File: src/rtl/fifo_uart_pkg.sv
// Shared types and constants for the FIFO-draining UART transmitter.
package fifo_uart_pkg;

    typedef enum logic [2:0] {
        StIdle,
        StStart,
        StData,
        StParity,
        StStop
    } tx_state_e;

    localparam int unsigned PAR_NONE = 0;
    localparam int unsigned PAR_EVEN = 1;
    localparam int unsigned PAR_ODD  = 2;

    localparam int unsigned FRAME_CNT_W = 16;

endpackage

File: src/rtl/uart_bit_timer.sv
// Loadable down-counter pacing one serial bit; tick marks the terminal count and
// the counter reloads itself there so consecutive bits never drift.
module uart_bit_timer #(
    parameter int unsigned CLKS_PER_BIT = 16
) (
    input  logic clk,
    input  logic rst,
    input  logic load,
    input  logic en,
    output logic tick
);
    localparam int unsigned CNT_W = $clog2(CLKS_PER_BIT);
    localparam logic [CNT_W-1:0] CNT_MAX = CNT_W'(CLKS_PER_BIT - 1);

    logic [CNT_W-1:0] r_cnt;
    logic             w_zero;

    assign w_zero = (r_cnt == '0);
    assign tick   = en && w_zero;

    always_ff @(posedge clk or posedge rst) begin
        if (rst) begin
            r_cnt <= CNT_MAX;
        end else if (load || tick) begin
            r_cnt <= CNT_MAX;
        end else if (en) begin
            r_cnt <= r_cnt - 1'b1;
        end
    end

endmodule

File: src/rtl/fifo_uart_tx.sv
// Pops words from the FIFO read port and serializes each as start, data (LSB first),
// optional parity and stop bits. Line outputs are registered one cycle behind the state.
module fifo_uart_tx
    import fifo_uart_pkg::*;
#(
    parameter int unsigned DSIZE        = 8,
    parameter int unsigned CLKS_PER_BIT = 16,
    parameter int unsigned PARITY       = 0
) (
    input  logic                   rclk,
    input  logic                   rrst,
    input  logic                   tx_en,
    input  logic                   rempty,
    input  logic [DSIZE-1:0]       rdata,
    output logic                   rinc,
    output logic                   txd,
    output logic                   busy,
    output logic [FRAME_CNT_W-1:0] frame_cnt
);
    localparam int unsigned IDX_W   = (DSIZE > 1) ? $clog2(DSIZE) : 1;
    localparam logic        PAR_INV = (PARITY == PAR_ODD);

    tx_state_e              r_state;
    tx_state_e              w_state_d;
    logic [DSIZE-1:0]       r_shift;
    logic [IDX_W-1:0]       r_bit_idx;
    logic                   r_par;
    logic                   r_rinc;
    logic                   r_txd;
    logic                   r_busy;
    logic [FRAME_CNT_W-1:0] r_frame_cnt;

    logic w_tick;
    logic w_pop;
    logic w_line;
    logic w_can_pop;
    logic w_last_bit;
    logic w_frame_done;

    uart_bit_timer #(
        .CLKS_PER_BIT(CLKS_PER_BIT)
    ) u_bit_timer (
        .clk (rclk),
        .rst (rrst),
        .load(w_pop),
        .en  (r_state != StIdle),
        .tick(w_tick)
    );

    assign w_can_pop    = tx_en && !rempty;
    assign w_last_bit   = (r_bit_idx == IDX_W'(DSIZE - 1));
    assign w_frame_done = (r_state == StStop) && w_tick;

    always_ff @(posedge rclk or posedge rrst) begin
        if (rrst) begin
            r_state <= StIdle;
        end else begin
            r_state <= w_state_d;
        end
    end

    always_comb begin
        w_state_d = r_state;
        w_pop     = 1'b0;
        w_line    = 1'b1;
        unique case (r_state)
            StIdle: begin
                if (w_can_pop) begin
                    w_pop     = 1'b1;
                    w_state_d = StStart;
                end
            end
            StStart: begin
                w_line = 1'b0;
                if (w_tick) w_state_d = StData;
            end
            StData: begin
                w_line = r_shift[0];
                if (w_tick && w_last_bit) begin
                    w_state_d = (PARITY != PAR_NONE) ? StParity : StStop;
                end
            end
            StParity: begin
                w_line = r_par ^ PAR_INV;
                if (w_tick) w_state_d = StStop;
            end
            StStop: begin
                // Last stop cycle may chain straight into the next frame.
                if (w_tick) begin
                    if (w_can_pop) begin
                        w_pop     = 1'b1;
                        w_state_d = StStart;
                    end else begin
                        w_state_d = StIdle;
                    end
                end
            end
            default: w_state_d = StIdle;
        endcase
    end

    always_ff @(posedge rclk or posedge rrst) begin
        if (rrst) begin
            r_shift     <= '0;
            r_bit_idx   <= '0;
            r_par       <= 1'b0;
            r_rinc      <= 1'b0;
            r_txd       <= 1'b1;
            r_busy      <= 1'b0;
            r_frame_cnt <= '0;
        end else begin
            r_rinc <= w_pop;
            r_txd  <= w_line;
            r_busy <= (r_state != StIdle);
            if (w_pop) begin
                r_shift   <= rdata;
                r_bit_idx <= '0;
                r_par     <= 1'b0;
            end else if ((r_state == StData) && w_tick) begin
                r_shift   <= r_shift >> 1;
                r_par     <= r_par ^ r_shift[0];
                r_bit_idx <= r_bit_idx + 1'b1;
            end
            if (w_frame_done) begin
                r_frame_cnt <= r_frame_cnt + 1'b1;
            end
        end
    end

    assign rinc      = r_rinc;
    assign txd       = r_txd;
    assign busy      = r_busy;
    assign frame_cnt = r_frame_cnt;

endmodule

File: config.mk
export PLATFORM = sky130hd
export DESIGN_NAME = fifo_uart_tx
export DESIGN_NICKNAME = d
export VERILOG_FILES = /design/src/rtl/fifo_uart_pkg.sv /design/src/rtl/uart_bit_timer.sv /design/src/rtl/fifo_uart_tx.sv
export SDC_FILE = /design/constraint.sdc
export NUM_CORES = 1
export LEC_CHECK = 0
export BUFFER_PORTS_ARGS = -buffer_cell sky130_fd_sc_hd__buf_2
export CAP_MARGIN = 15
export CORE_UTILIZATION = 52
export CTS_CLUSTER_SIZE = 8
export DETAILED_ROUTE_END_ITERATION = 6
export PLACE_DENSITY = 0.84
export SKIP_LAST_GASP = 1
export SLEW_MARGIN = 20
export SYNTH_ARGS = -nofsm -noshare
export SYNTH_HDL_FRONTEND = slang
export SYNTH_HIERARCHICAL = 1
export SYNTH_SLANG_ARGS = --single-unit
export TNS_END_PERCENT = 100
File: constraint.sdc
create_clock -name rclk -period 6.02 [get_ports rclk]
set_input_delay 0.301 -clock rclk [delete_from_list [all_inputs] [get_ports rclk]]
set_output_delay 0.301 -clock rclk [all_outputs]
set_load 0.05 [all_outputs]
==> summary.md <==
| Metric | Value |
|---|---|
| Row count | 21 |
| DRT antenna net count | 0 |
| R2r setup slk | about 3500 ps |
| Largest net degree at the start of global routing | 35 |
| Worst-path fanout max | 16 |
| Worst Max-Slew Pin Slew | between 600 and 700 ps |
| Worst relative slew slack | 0.581 |
| Clock transition at path regs | roughly 110 ps |
| Critical Path AT | 2780 ps |
| # port buffers | 30 |
| Synth top area share | 0.459 |
| Clk buf depth | 2 |
| Die area | 0.00370 mm^2 |
| Top cells by area, synth | dfrtp_1 (46%), dfstp_2 (7.3%), xnor2_1 (7.3%) |
| Endpoints failing setup | 0 |
| Gr ovfl total | 0 |
| Global placer's final weighted congestion | 0.799 |
| Synth Instances | 155 |
| Synth top cells by count | dfrtp_1 (33), nand2_1 (22), xnor2_1 (15) |
| First-pass GRT wire length | 5100 um |
| Worst r2r src | r_state[1] |
| HPWL after DPL | 2280 um |
| Clock Tree Root | clkbuf_4 |
| Yosys reg bits | 38 |
| Max Cap Viol | 0 |
| Vias per cell | 5.33 |
| Critical path class | register to register |
| Post-route setup TNS | 0 ps |
| FILL cells | 298 |
| Core ar. | 0.00334 mm^2 |
| Proportion of layout cells with a drive suffix above 1 | 0.291 |
| Synthesized Nets | between 150 and 200 |
| Post-route minimum period | 2550 ps |
| PD cells | 336 mW/mm^2 |
| EDFF count, synth | 0 |
| Reg-to-Reg End | r_shift[5] |
| Initial antenna violation count | 0 |
| CTS tree | built |
| VDD IR max | 0.150 mV |
| Post-synthesis cell area | ~0.0018 mm^2 |
| Ant. Diodes | 0 |
| # Post-CTS Setup Buffers | 0 |
| Fmax | 392 MHz |
| RSZ-0062 raised after global routing | no |
| GRT Resource Usage Total | 0.193 |
| Nets@finish | around 210 |
| Die width | 60.8 um |
| Critical Path End Type | register |
| Pre-CTS setup slack | 3480 ps |
| HP Class | input port to asynchronous set/reset pin |
| Final worst slack | roughly 3500 ps |
| Run status | finished, final reports clean |
| Hold buffer count at cts | 0 |
| Worst reg2reg path depth | 6 |
| Leakage power | 0.00103 uW |
| P_int | 462 uW |
| Via count | 1252 |
| Avg Cell Area, Syn | 11.6 um^2 |
| Prevailing post-synth register cell | dfrtp_1 |
| Htree depth | 2 |
| Fin. max-slew vios | 0 |
| Asr flop ratio synth | 1.00 |
| Sw power | approximately 220 uW |
| Routed WL per cell | between 10 and 15 um |
| Cts bufs inserted | 5 |
| Seq pwr share | 0.553 |
| Cell with the most instances after synthesis | dfrtp_1 |
| Post-CTS resize count | 0 |
| Clock tree sinks | 38 |
| Netlist cell types | 34 |
| Area leader, netlist | dfrtp_1 |
| IO Pins | 31 |
| Starting Density | 0.540 |
| Vias in the first global route | 1159 |
| Final Hold Vio Count | 0 |
| CP required | ~6300 ps |
| Clock power share | 0.196 |
| Routed WL | 3080 um |
| Pre-antenna DRT Iters | 7 |
| Final routed DRC violation total | 0 |
| YS warnings | 6 |
| Die height | just over 60 um |
| Layout area overhead | 13.2% |
| CP Launch Type | register |
| DR iter-0 viols | 43 |
| Final worst path period share | 0.423 |
| Clk Latency, worst-skew pair | approximately 340 ps |
| Switch share | 0.324 |
| Sequential share of the synthesized area | 0.532 |
| Comb pwr share | 0.251 |
| Clk_skew | approximately 9 ps |
-- power by group through the flow --
stage	clock [uW]	sequential, uW	combinational [uW]
4_1_cts	138	379	175
6_report	134	379	171
2_1_floorplan	0	387	131
3_3_place_gp	0	377	165
3_5_place_dp	0	384	174
5_1_grt	149	388	192
-- cells in the final DEF, fill, tap and decap left out, drive strengths merged, types with 2 or more instances in the layout --
master,netlist,routed
dfrtp,33,33
buf,5,31
nand2,22,22
xnor2,15,15
nor2,8,8
a22o,7,7
a21o,7,7
clkbuf,0,7
nand4,6,6
inv,5,5
nand2b,5,5
o21ai,5,5
ha,5,5
dfstp,5,5
xor2,4,4
and4bb,3,3
and3,2,2
nand3,2,2
or2,2,2
or3,2,2
nor3,2,2
-- final cells by class --
type / instances / area [um^2] / area share
Clock inverter: 1 / 5.00 / 0.00246
Clock buffer: 7 / 55.1 / 0.0270
Tap cell: 46 / 57.6 / 0.0282
Timing Repair Buffer: 31 / 158 / 0.0773
Sequential cell: 38 / 957 / 0.470
Inverter: 5 / 18.8 / 0.00921
Multi-Input combinational cell: 107 / 787 / 0.386
-- logic make-up (layout without fill, tap and decap cells) --
logic type                 count (synthesis)  after routing  share of synthesized area
AOI/OAI and AO/OA                         22             22                     0.0889
xor gates and xnor gates                  19             19                     0.0924
adders and majority gates                  5              5                     0.0347
buffers and inverters                     10             44                     0.0313
DFF                                       38             38                      0.532
muxes                                      1              1                    0.00625
and+or+nand+nor                           60             60                      0.215
-- state kept, by name, summed over array words and instances, names as in the netlist --
register / flops
r_shift: 8
busy: 1
frame_cnt: 16
txd: 1
r_par: 1
r_bit_idx: 3
r_state: 3
u_bit_timer/r_cnt: 4
rinc: 1
-- worst max path at each step --
stage                from      endpoint  slack, ps  cells after the start
2_1_floorplan  r_state[1]    r_shift[0]       3660                      9
3_3_place_gp   r_state[2]    r_shift[1]       3590                      6
3_5_place_dp   r_state[2]    r_shift[0]       3480                      6
4_1_cts        r_state[2]    r_shift[0]       3460                      6
5_1_grt        r_state[1]  r_bit_idx[0]       3280                      6
6_report       r_state[1]    r_shift[5]       3470                      6
-- worst max-delay path: stages (launching register included) --
cell      delay, ps
dfrtp_1         500
or3_1           500
and4bb_2        360
nand2b_1        180
and4b_1         430
a22o_1          310
a21o_1          150
-- per-stage QoR --
step                      total power, uW   util  instance area [um^2]  hold slack, ps  std cells
final                                 684  0.611                  2040            37.4        235
after global routing                  729  0.611                  2040            24.7        235
after CTS                             691  0.611                  2040            34.5        235
after detailed placement              558  0.593                  1980             401        227
after global placement                543  0.593                  1980             389        227
after floorplan                       518      -                  1800             256        155
-- routing by layer --
layer	global-route usage	wire length (um)	part of all wire
met1	0.215	1320	0.43
met2	0.334	1590	0.52
met3	0.0618	131	0.042
met4	0.0942	35	0.011
met5	0	0	0
(Power assumes the default switching activity.)
